--- src/rtl/store_buffer.sv ---
// ---------------------------------------------------------------------------
// store_buffer
//   Posted-write buffer between the core M stage and a slower data-memory
//   port. Stores are accepted one per cycle into a circular FIFO and drained
//   in order over a valid/ready handshake. Optional store-to-load forwarding
//   is built when the macro STORE_BUFFER_FWD_EN is defined.
//
// Parameters
//   DEPTH  number of entries (power of two, >= 2)
//   AW     address width
//   DW     data width
//
// Ports
//   clk         in   system clock, rising edge
//   reset       in   asynchronous active-low reset
//   MemWriteM   in   store request from the M stage
//   ALUOutM     in   store byte address
//   WriteDataM  in   store data
//   full        out  count == DEPTH (registered)
//   empty       out  count == 0 (registered)
//   count       out  occupied entries (registered)
//   overflow    out  sticky flag: a store was dropped (registered)
//   mem_valid   out  head entry presented to memory
//   mem_addr    out  head address
//   mem_wdata   out  head data
//   mem_ready   in   memory accepts the head entry this cycle
//   ld_addr     in   M-stage load address for forwarding lookup
//   ld_hit      out  ld_addr word matches a buffered store
//   ld_data     out  data of youngest matching store
//
// Configuration macro
//   STORE_BUFFER_FWD_EN  defined: forwarding comparators built;
//                        undefined: ld_hit = 0, ld_data = 0, ld_addr ignored.
// ---------------------------------------------------------------------------
module store_buffer #(
  parameter int DEPTH = 4,
  parameter int AW    = 32,
  parameter int DW    = 32
) (
  input  logic                       clk,
  input  logic                       reset,
  input  logic                       MemWriteM,
  input  logic [AW-1:0]              ALUOutM,
  input  logic [DW-1:0]              WriteDataM,
  output logic                       full,
  output logic                       empty,
  output logic [$clog2(DEPTH):0]     count,
  output logic                       overflow,
  output logic                       mem_valid,
  output logic [AW-1:0]              mem_addr,
  output logic [DW-1:0]              mem_wdata,
  input  logic                       mem_ready,
  input  logic [AW-1:0]              ld_addr,
  output logic                       ld_hit,
  output logic [DW-1:0]              ld_data
);

  localparam int PW = $clog2(DEPTH);
  localparam int CW = PW + 1;

  // Entry storage is deliberately left out of reset: occupancy is tracked
  // by head/tail/count, so stale contents are never observed.
  logic [AW-1:0] addr_mem_r [DEPTH];
  logic [DW-1:0] data_mem_r [DEPTH];

  logic [PW-1:0] head_r;
  logic [PW-1:0] tail_r;
  logic [CW-1:0] count_r;
  logic          full_r;
  logic          empty_r;
  logic          overflow_r;

  logic          pop_s;
  logic          push_s;
  logic          drop_s;
  logic [CW-1:0] count_nxt_s;
  logic          ld_hit_s;
  logic [DW-1:0] ld_data_s;
  logic          unused_s;

  // Handshake decode; a full buffer still accepts a store when the head pops
  // in the same cycle, which keeps the mem_ready -> acceptance path combinational.
  always_comb begin
    pop_s  = mem_valid && mem_ready;
    push_s = MemWriteM && (!full_r || pop_s);
    drop_s = MemWriteM && full_r && !pop_s;
  end

  // Next occupancy from the push/pop pair.
  always_comb begin
    count_nxt_s = count_r;
    case ({push_s, pop_s})
      2'b10:   count_nxt_s = count_r + CW'(1);
      2'b01:   count_nxt_s = count_r - CW'(1);
      default: count_nxt_s = count_r;
    endcase
  end

  // Pointer, occupancy and status registers; full/empty are precomputed so
  // the status outputs come straight from flops.
  always_ff @(posedge clk or negedge reset) begin
    if (!reset) begin
      head_r     <= '0;
      tail_r     <= '0;
      count_r    <= '0;
      full_r     <= 1'b0;
      empty_r    <= 1'b1;
      overflow_r <= 1'b0;
    end else begin
      if (push_s) begin
        tail_r <= tail_r + PW'(1);
      end else begin
        tail_r <= tail_r;
      end
      if (pop_s) begin
        head_r <= head_r + PW'(1);
      end else begin
        head_r <= head_r;
      end
      count_r    <= count_nxt_s;
      full_r     <= (count_nxt_s == CW'(DEPTH));
      empty_r    <= (count_nxt_s == CW'(0));
      overflow_r <= overflow_r || drop_s;
    end
  end

  // Entry array write at the tail.
  always_ff @(posedge clk) begin
    if (push_s) begin
      addr_mem_r[tail_r] <= ALUOutM;
      data_mem_r[tail_r] <= WriteDataM;
    end
  end

`ifdef STORE_BUFFER_FWD_EN
  // Word-granular lookup over occupied entries, walked oldest to youngest so
  // the youngest match is the one left standing. The entry at head still
  // participates even if it pops this cycle; an incoming store does not,
  // because it is not in the array until the edge.
  always_comb begin
    logic [PW-1:0] idx;
    ld_hit_s  = 1'b0;
    ld_data_s = {DW{1'b0}};
    idx       = head_r;
    for (int i = 0; i < DEPTH; i++) begin
      idx = head_r + i[PW-1:0];
      if ((CW'(i) < count_r) && (addr_mem_r[idx][AW-1:2] == ld_addr[AW-1:2])) begin
        ld_hit_s  = 1'b1;
        ld_data_s = data_mem_r[idx];
      end else begin
        ld_hit_s  = ld_hit_s;
        ld_data_s = ld_data_s;
      end
    end
  end

  assign unused_s = ^ld_addr[1:0];
`else
  // Forwarding not built: outputs tied off and the lookup address ignored.
  always_comb begin
    ld_hit_s  = 1'b0;
    ld_data_s = {DW{1'b0}};
  end

  assign unused_s = ^ld_addr;
`endif

  assign full      = full_r;
  assign empty     = empty_r;
  assign count     = count_r;
  assign overflow  = overflow_r;
  assign mem_valid = !empty_r;
  assign mem_addr  = addr_mem_r[head_r];
  assign mem_wdata = data_mem_r[head_r];
  assign ld_hit    = ld_hit_s;
  assign ld_data   = ld_data_s;

endmodule

--- config.mk ---
export PLATFORM = sky130hd
export DESIGN_NAME = store_buffer
export DESIGN_NICKNAME = d
export VERILOG_FILES = /design/src/rtl/store_buffer.sv
export SDC_FILE = /design/constraint.sdc
export NUM_CORES = 1
export LEC_CHECK = 0
export BUFFER_PORTS_ARGS = -buffer_cell sky130_fd_sc_hd__buf_2
export CAP_MARGIN = 20
export CORE_ASPECT_RATIO = 1.5
export CORE_MARGIN = 5
export CORE_UTILIZATION = 40
export CTS_CLUSTER_DIAMETER = 150
export CTS_CLUSTER_SIZE = 40
export DETAILED_ROUTE_END_ITERATION = 8
export GPL_TIMING_DRIVEN = 0
export REMOVE_ABC_BUFFERS = 1
export SLEW_MARGIN = 20
export SYNTH_ARGS = -nofsm -noshare
export SYNTH_HDL_FRONTEND = slang
export SYNTH_SLANG_ARGS = --single-unit
--- constraint.sdc ---
create_clock -name clk -period 8.1 [get_ports clk]
set_clock_uncertainty 0.15 [all_clocks]
set_input_delay 1.62 -clock clk [delete_from_list [all_inputs] [get_ports clk]]
set_output_delay 1.62 -clock clk [all_outputs]
set_load 0.01 [all_outputs]
**After elaboration in Yosys (flattened, before gate mapping)**

Memory sizes are Yosys's and may differ from the RTL's.
Cells that the tools add are included.

- Register bits: 10
- Bits in writable memories: 256
- Input bits: 100
- Output and inout port bits: 104
- Memories kept: 2

- Add/sub/neg operators: 4
- Equality and inequality tests: 3
- Muxes and demuxes: 3
- Reductions and logical operators: 10

Memory list:

| memory | words | bits a word | rd ports | clocked after memory_dff | write ports | RTL line | RTL |
|---|---|---|---|---|---|---|---|
| addr_mem_r | 4 | 32 | 1 | 0 | 1 | 63 | `logic [AW-1:0] addr_mem_r [DEPTH];` |
| data_mem_r | 4 | 32 | 1 | 0 | 1 | 64 | `logic [DW-1:0] data_mem_r [DEPTH];` |

Operators with widths:

| operator | count |
|---|---|
| $pmux 3 s2 | 1 |
| $add 2x1->2 const B | 2 |
| $logic_and 1x1->1 | 4 |
| $add 3x1->3 const B | 1 |
| $eq 3x3->1 const B | 1 |
| $logic_not 1->1 | 3 |
| $logic_not 3->1 | 1 |
| $sub 3x1->3 const B | 1 |
| $eq 2x1->1 const B | 1 |
| $eq 2x2->1 const B | 1 |
| $logic_or 1x1->1 | 2 |
| $mux 1 | 2 |

**Longest topological paths before layout**

Gate-level depths: netlist (run 1).

- Word-level depth: 7
- Gate-level depth with buffers: 8
- Gate-level depth less buffers: 8

**Worst setup path after synthesis (run 1)**

No wires, ideal clock.

- Kind: in2reg
- Start point: input mem_ready
- End point: memory addr_mem_r[0][0] (enable)
- Library setup time: 0.429 ns
- Arrival time: 3.547 ns
- Data required time: 7.521 ns
- Path slack: 3.975 ns
- Stages: 3
- Path buffers: 0
- Cells stage by stage: nand2b_1 -> a21boi_2 -> and2_1

- Cells in the longest elaborated chain, start to end: 5

Ends and longest elaborated chain:

| what | RTL line | RTL |
|---|---|---|
| start: declaration | 52 | `input logic mem_ready,` |
| $logic_and 1x1->1 | 84 | `pop_s = mem_valid && mem_ready;` |
| $logic_or 1x1->1 | 85 | `push_s = MemWriteM && (!full_r \|\| pop_s);` |
| $logic_and 1x1->1 | 85 |  |
| $mux 1 | 129 | `if (push_s) begin` |
| $mux 1 (implied by the code) | 130 | `addr_mem_r[tail_r] <= ALUOutM;` |
| end: declaration | 63 |  |

No other way between the ends.

**Worst setup path in the final report (run 1)**

- Start point: register head_r[0]
- End point: output mem_wdata[5]

- Cells in the longest elaborated chain, start to end: 1

Ends and longest elaborated chain:

| what | RTL line | RTL |
|---|---|---|
| start: declaration | 66 | `logic [PW-1:0] head_r;` |
| start signal: assignment | 116 | `head_r <= head_r + PW'(1);` |
| start signal: assignment | 118 | `head_r <= head_r;` |
| $mem_v2 4x32 | n/a |  |
| end: declaration | 51 | `output logic [DW-1:0] mem_wdata,` |

No other way between the ends.

==> results of run 1 <==
layout by cell type, fill, tap and decap left out, types with 2 or more instances in the layout:
| cell type | Yosys | layout |
|---|---|---|
| edfxtp_1 | 256 | 256 |
| buf_2 | 6 | 138 |
| mux4_2 | 64 | 64 |
| conb_1 | 1 | 33 |
| clkbuf_16 | 0 | 11 |
| dfrtp_1 | 9 | 7 |
| xnor2_1 | 6 | 6 |
| inv_1 | 5 | 5 |
| ha_1 | 5 | 5 |
| diode_2 | 0 | 4 |
| and2_4 | 0 | 4 |
| buf_16 | 0 | 4 |
| buf_12 | 0 | 3 |
| mux2_2 | 2 | 2 |
| nor3_1 | 2 | 2 |
| a31o_2 | 2 | 2 |
| clkbuf_1 | 2 | 2 |
| dfrtp_4 | 0 | 2 |
sequential cells by signal (all words and copies together), names as in the netlist:
| register | flops |
|---|---|
| tail_r | 2 |
| empty | 1 |
| head_r | 2 |
| addr_mem_r | 128 |
| full | 1 |
| overflow | 1 |
| count | 3 |
| data_mem_r | 128 |
layer usage:
metal	up-vias	wire, µm	share of wire, %	global-route usage (%)
met3	22	797	4.4	1.69
met4	2	442	2.4	4.23
met1	2326	7060	39	15.4
li1	1925	-	-	-
met2	115	9960	55	23.7
met5	-	20	0.11	0
report_power, final:
part           switching, µW  internal [µW]
combinational            633            601
clock                    377            256
sequential               125           1800
total                   1130           2660
through the flow:
step / util [%] / hold WS [ps]
6_report: 45.8 / 338
5_1_grt: 45.8 / 366
4_1_cts: 45.8 / 343
3_5_place_dp: 44.6 / 310
3_3_place_gp: 43.8 / 303
2_1_floorplan: - / 362
area by class of cell:
type / count / area, µm²
inverter: 5 / 18.8
sequential: 266 / 7950
timing repair buffer: 145 / 861
clock buffer: 13 / 283
antenna: 4 / 10.0
fill: 2138 / 13500
multi-input combinational: 128 / 1850
clock inverter: 1 / 16.3
tap: 328 / 410
final timing paths:
path                           start      endpoint  slack, ps  cells past startpoint
max                        head_r[0]  mem_wdata[5]       4140                      3
min                         overflow      overflow        340                      1
max reg2reg                    empty      count[2]       5530                      8
min reg2reg                 overflow      overflow        340                      1
max in group asynchronous      reset         empty       6720                      1
min in group asynchronous      reset      count[2]        820                      1
cell families (layout without fill, tap and decap cells):
family	count (synthesis)	in the layout
AO/OA/AOI/OAI	5	5
XOR/XNOR	6	6
adder cells (fa/ha/maj)	6	6
buffers and inverters	53	164
flip-flops	266	266
multiplexers	66	66
other	1	37
AND/OR/NAND/NOR	12	12
==> metrics.yaml, run 1 <==
status: "complete, no violations"
dr.pass1.iters: 4
synth_area_leaders: "edfxtp_1 (77%), mux4_2 (14%), buf_4 (2.6%)"
finalSetupViolCount: 0
cts.sinks: 266
synth_compound_area_share_pct: 0.412
worstPathArrival_ps: 2190
synth-seq-cells: 266
portBuffers: 138
synthArstFlopShare_pct: 3.76
die_height_um: 204
cts-root-buf: "clkbuf_16"
crit_required_ps: 6330
synth_cell_type_count: 26
htree_levels: 1
fin_cells: 890
finalSetupTns_ps: 0
dpl_cell_area_mm2: 0.0111
core_mm2: 0.0249
synthMuxAreaShare_pct: 14.6
slowest_stage: "dfrtp_4"
clockBufferDepth: 3
hold_violations: 0
grt_pass1_vias: 4916
clkTransAtPathRegs_ps: 130
period_share_pct: 48.9
syn2layout_area_growth_pct: 13.6
yosys_warnings: 0
vdd_ir_drop_max_mv: 0.247
drtIter0Drc: 272
place.gp.congestion: 0.689
stdcell_area_mm2: 0.0114
yosysTopAreaCell: "edfxtp_1"
route.detailed.drc: 0
io_pins: 204
timing.fmax_mhz: 253
syn_avg_cell_area_um2: 24.2
detail-route-antenna-nets: 0
netlist_instances: 415
cts_hold_buf: 0
synth_edf_count: 256
worst_slew_pin_slew_ps: 640
drv_slew: 0
seq_area_frac_synth_pct: 79.1
ys.flop_type: "edfxtp_1"
wirelength_mm: 18.3
relSlewSlack_pct: 57.4
yosys.area_share.simple_pct: 0.723
synth.top_cell.area_share_pct: 76.6
rsz0062_at_grt: "false"
crit_path_start_kind: "flip-flop"
drive_gt1_share_pct: 41.9
p_leak_uw: 0.00388
grt_pass1_wl_mm: 28.3
slowest_delay_ps: 670
crit_buf_inv: 2
post-place-ws_ps: 4290
clock_latency_ps: 480
ctsResizeCount: 0
postCtsSetupRepairBufs: 0
fp-row-count: 71
fin_ws_ps: 4140
gr-total-overflow: 0
die-area_mm2: 0.0284
routedWlPerCell_um: 20.5
numCtsBuffers: 10
dp_hpwl_mm: 11.6
synth_top_family_by_area: "multiplexers"
viasPerCell: 4.93
drv_cap: 0
grt_usage_pct: 12.8
yosysMostFrequentCell: "edfxtp_1"
netlist_area_mm2: 0.0100
antenna_found_initial: 5
final_nets: 662
critical_path_class: "flip-flop to primary output"
min_period_ps: 3960
synth_common_cells: "edfxtp_1 (256), mux4_2 (64), buf_4 (35), dfrtp_1 (9)"
dp.cells: 872
cts_tree: "done"
finalPower_uw: 3790
worstPathCellList: "buf_16, mux4_2, buf_2"
p_per_area_mw_per_mm2: 333
holdCritPathClass: "flip-flop to flip-flop"
grt_max_degree: 42
critPathTopFamily: "flip-flops"
worstSetupEndpointType: "primary output"
num_vias: 4390
crit_fanout: 28
die_x_um: 139
synth_xor_area_share_pct: 0.524
start_util_pct: 40.3
yosys.area_share.adder_pct: 0.823
No activity file was read; power rests on OpenSTA's default activity.
==> run 2: changes to the inputs <==
==> constraint.sdc (replaced) <==
create_clock -name clk -period 3.6 [get_ports clk]
set_clock_uncertainty 0.15 [all_clocks]
set_input_delay 0.72 -clock clk [delete_from_list [all_inputs] [get_ports clk]]
set_output_delay 0.72 -clock clk [all_outputs]
set_load 0.01 [all_outputs]
==> run 2 against run 1 <==
Against the previous run:
- sequential share of layout area down 0.061 points
- wire length down 0.26%
- critical path type unchanged
- non-clock buffer count up 1
==> metrics.yaml, run 2 (synthesis results as in run 1) <==
gr-total-overflow: 0  # unchanged
ctsResizeCount: 0  # unchanged
cts-root-buf: "clkbuf_16"  # unchanged
final_cell_mix: "edfxtp_1 (256), buf_2 (138), mux4_2 (64)"  # unchanged
multi_input_area_mm2: 0.00185  # unchanged
grt_pass1_vias: 4919  # was 4916
io_pins: 204  # unchanged
grt_usage_pct: 12.8  # about the same
timing.fmax_mhz: 327
die_x_um: 139  # unchanged
grt_pass1_wl_mm: 28.3  # about the same
dp.cells: 872  # unchanged
wirelength_mm: 18.2  # was 18.3 mm
cts_hold_buf: 1  # was 0
crit_required_ps: 2730  # was 6330 ps
p_per_area_mw_per_mm2: 749  # was 333 mW/mm²
critical_path_class: "flip-flop to primary output"  # unchanged
status: "complete, no violations"  # unchanged
die-area_mm2: 0.0284  # unchanged
relSlewSlack_pct: 57.5  # was 57.4%
wl_met3_um: 741  # was 797 µm
numCtsBuffers: 10  # unchanged
drv_cap: 0  # unchanged
clkTransAtPathRegs_ps: 140  # was 130 ps
postCtsSetupRepairBufs: 0  # unchanged
rsz0062_at_grt: "false"  # unchanged
finalSetupTns_ps: 0  # unchanged
finalSetupViolCount: 0  # unchanged
final_common_cell: "edfxtp_1"  # unchanged
detail-route-antenna-nets: 0  # unchanged
antenna_found_initial: 5  # unchanged
die_height_um: 204  # unchanged
crit_fanout: 28  # unchanged
min_period_ps: 3060
dpl_cell_area_mm2: 0.0111  # unchanged
syn2layout_area_growth_pct: 13.7  # was 13.6%
start_util_pct: 40.3  # unchanged
period_share_pct: 84.9
seq_area_mm2: 0.00795  # unchanged
worstSetupEndpointType: "primary output"  # unchanged
fill_cells: 2134  # was 2138
viasPerCell: 4.92  # was 4.93
cts_tree: "done"  # unchanged
hold_violations: 0  # unchanged
worst_slew_pin_slew_ps: 638  # was 640 ps
r2r_cells: 8  # unchanged
met1_length_mm: 7.08  # was 7.06 mm
holdPathStages: 1  # unchanged
route.detailed.drc: 0  # unchanged
fp-row-count: 71  # unchanged
cts.sinks: 266  # unchanged
place.gp.congestion: 0.689  # unchanged
num_vias: 4385  # was 4390
holdCritPathClass: "input pin to flip-flop"  # was flip-flop to flip-flop
final_nets: 663  # was 662
drv_slew: 0  # unchanged
route.met2.wl_mm: 9.95  # was 9.96 mm
p_leak_uw: 0.00388  # about the same
finalPower_uw: 8540  # was 3790 µW
core_mm2: 0.0249  # unchanged
stdcell_area_mm2: 0.0114  # about the same
vdd_ir_drop_max_mv: 0.555  # was 0.247 mV
grt_max_degree: 42  # unchanged
dp_hpwl_mm: 11.6  # unchanged
clock_latency_ps: 480  # about the same
fin_cells: 891  # was 890
drtIter0Drc: 278  # was 272
portBuffers: 138  # unchanged
htree_levels: 1  # unchanged
drive_gt1_share_pct: 41.9  # about the same
crit_path_start_kind: "flip-flop"  # unchanged
highest_layer: "met5"  # unchanged
dr.pass1.iters: 4  # unchanged
routedWlPerCell_um: 20.5  # about the same
worstPathArrival_ps: 2190  # about the same
clockBufferDepth: 3  # unchanged
-- run 2: worst max-delay path, stage by stage (launching register included) --
cell and delay, ps:
dfrtp_4 670, buf_16 270, mux4_2 560, buf_2 160
-- run 2: report_power, final --
part           leakage [µW]  internal [µW]  total [µW]  switching [µW]
logic               0.00128           1350        2770            1420
clock network      0.000145            575        1420             849
registers           0.00246           4060        4340             280
-- run 2: layer usage --
layer / track usage [%] / vias up
met5: 0 / -
met4: 4.23 / 2
met3: 1.69 / 22
met2: 23.7 / 114
met1: 15.4 / 2320
li1: - / 1927
-- run 2: worst paths after layout --
check / start / to / slack [ps]
worst max-delay path: head_r[0] / mem_wdata[5] / 540
min in group asynchronous: reset / count[2] / 460
worst max register to register: empty / count[2] / 1030
worst min register to register: overflow / overflow / 340
worst min-delay path: WriteDataM[15] / data_mem_r[0][15] / 280
max in group asynchronous: reset / empty / 2580
-- run 2: cell type report --
cell class                 instances  area share (%)
tap                              328            3.60
sequential                       266            69.7
clock buffer                      13            2.48
multi-input combinational        128            16.2
timing repair buffer             146            7.64
antenna                            4          0.0878
clock inverter                     1           0.143
inverter                           5           0.165
-- run 2: stage by stage --
step                      utilization, %  hold WS (ps)  worst slack, ps
after floorplan                        -           274             -558
after global placement              43.8           303            -1910
after detailed placement            44.6           310              686
after CTS                           45.8           268              473
after global routing                45.8           261              381
final                               45.8           285              545
==> run 3: changes to the inputs <==
==> constraint.sdc (replaced) <==
create_clock -name clk -period 2.6 [get_ports clk]
set_clock_uncertainty 0.15 [all_clocks]
set_input_delay 0.52 -clock clk [delete_from_list [all_inputs] [get_ports clk]]
set_output_delay 0.52 -clock clk [all_outputs]
set_load 0.01 [all_outputs]
==> run 3 against run 2 <==
Against the previous run:
- the run now ends with setup timing left
- utilization is 2.7 points higher
- cell area up 6.0%
- non-clock buffer count rose by 22
==> metrics.yaml, run 3 (synthesis results as in run 1) <==
status: "complete, but fails checks"  # was complete, no violations
violations: "setup timing"
hold_violations: 0  # unchanged
clock_latency_ps: 480  # about the same
final_common_cell: "edfxtp_1"  # unchanged
worstPathArrival_ps: 1990  # was 2190 ps
grt_pass1_wl_mm: 29.3  # was 28.3 mm
crit_path_start_kind: "flip-flop"  # unchanged
dp_hpwl_mm: 11.6  # unchanged
worstSetupEndpointType: "primary output"  # unchanged
post-place-ws_ps: -114  # was 686 ps
drive_gt1_share_pct: 44.2  # was 41.9%
drtIter0Drc: 305  # was 278
fin_ws_ps: -55.3  # was 545 ps
numCtsBuffers: 10  # unchanged
fp-row-count: 71  # unchanged
finalSetupViolCount: 52  # was 0
num_vias: 4516  # was 4385
crit_required_ps: 1930  # was 2730 ps
clockBufferDepth: 3  # unchanged
syn2layout_area_growth_pct: 20.5  # was 13.7%
detail-route-antenna-nets: 0  # unchanged
gr-total-overflow: 0  # unchanged
cts.sinks: 266  # unchanged
antenna_found_initial: 6  # was 5
cts-root-buf: "clkbuf_16"  # unchanged
routedWlPerCell_um: 21.6  # was 20.5 µm
die-area_mm2: 0.0284  # unchanged
io_pins: 204  # unchanged
vdd_ir_drop_max_mv: 0.657  # was 0.555 mV
grt_max_degree: 42  # unchanged
portBuffers: 138  # unchanged
grt_usage_pct: 13.4  # was 12.8%
min_period_ps: 2660
worst_slew_pin_slew_ps: 651  # was 638 ps
p_leak_uw: 0.00418  # was 0.00388 µW
final_nets: 685  # was 663
rsz0062_at_grt: "true"  # was false
drv_cap: 0  # unchanged
drv_slew: 0  # unchanged
grt_pass1_vias: 4980  # was 4919
cts_tree: "done"  # unchanged
start_util_pct: 40.3  # unchanged
place.gp.congestion: 0.689  # unchanged
relSlewSlack_pct: 56.6  # was 57.5%
p_per_area_mw_per_mm2: 1100  # was 749 mW/mm²
wirelength_mm: 19.8  # was 18.2 mm
dr.pass1.iters: 4  # unchanged
viasPerCell: 4.94  # was 4.92
die_height_um: 204  # unchanged
die_x_um: 139  # unchanged
htree_levels: 1  # unchanged
final_cell_mix: "edfxtp_1 (256), buf_2 (93), mux4_2 (64)"  # was edfxtp_1 (256), buf_2 (138), mux4_2 (64)
fin_hold_ws_ps: 85.8  # was 285 ps
period_share_pct: 102
route.detailed.drc: 0  # unchanged
crit_fanout: 7  # was 28
timing.fmax_mhz: 377
critical_path_class: "flip-flop to primary output"  # unchanged
clkTransAtPathRegs_ps: 140  # about the same
core_mm2: 0.0249  # unchanged
holdCritPathClass: "input pin to flip-flop"  # unchanged
[run 3: cell count changes in the layout (fill, tap and decap cells not counted), moves of 3 or more]
cell | before | now
buf_12 | 3 | 9
buf_16 | 4 | 8
buf_2 | 138 | 93
buf_4 | 0 | 7
buf_6 | 0 | 46
clkbuf_16 | 11 | 14
[run 3: layout make-up]
class | instances | area, µm²
Antenna cell | 5 | 12.5
Inverter | 5 | 18.8
Clock inverter | 1 | 16.3
Sequential cell | 266 | 7950
Fill cell | 2047 | 12800
Tap cell | 328 | 410
Multi-Input combinational cell | 128 | 1860
Timing Repair Buffer | 168 | 1540
Clock buffer | 13 | 283
[run 3: power breakdown]
part           internal (µW)  switching (µW)
logic                   2940            2470
registers               5620             246
clock network            796            1180
total                   9360            3890
[run 3: through the flow]
stage          total power, µW  setup TNS (ps)  instance area, µm²  cells  util [%]
2_1_floorplan             8480         -196990                9790    399         -
3_3_place_gp              9690         -652560               10900    865      43.8
3_5_place_dp             10100            -221               11100    872      44.6
4_1_cts                  12900           -1870               11800    898      47.3
5_1_grt                  13900           -5880               12100    914      48.6
6_report                 13200           -1030               12100    914      48.6
[run 3: timing repair]
action,4_1_cts,5_1_grt
cloned,3,4
pin swaps,0,1
hold endpoints to repair,10,0
resized for setup,28,32
buffers inserted,8,7
endpoints found under the setup margin,64,67
hold buffers,1,0
[run 3: critical path: stages (launching register included)]
cell and delay [ps]:
dfrtp_4 520, buf_4 150, buf_16 130, mux4_2 530
buf_2 160
[run 3: path summary, 6_finish.rpt]
kind                                start  cells after the start                end  slack [ps]
max in group asynchronous           reset                      2              empty        1780
min in group asynchronous           reset                      2           count[2]         260
min                        WriteDataM[15]                      1  data_mem_r[0][15]          90
max reg2reg                         empty                      8           count[2]         140
max                             head_r[0]                      4      mem_wdata[23]         -60
min reg2reg                      overflow                      1           overflow         340
[run 3: per-layer routing]
metal	vias up	track usage (%)	part of all wire, %
li1	1974	-	-
met1	2409	16.1	39
met2	112	24.8	56
met3	19	1.71	3.8
met4	2	4.55	1.9
met5	-	0	0.066
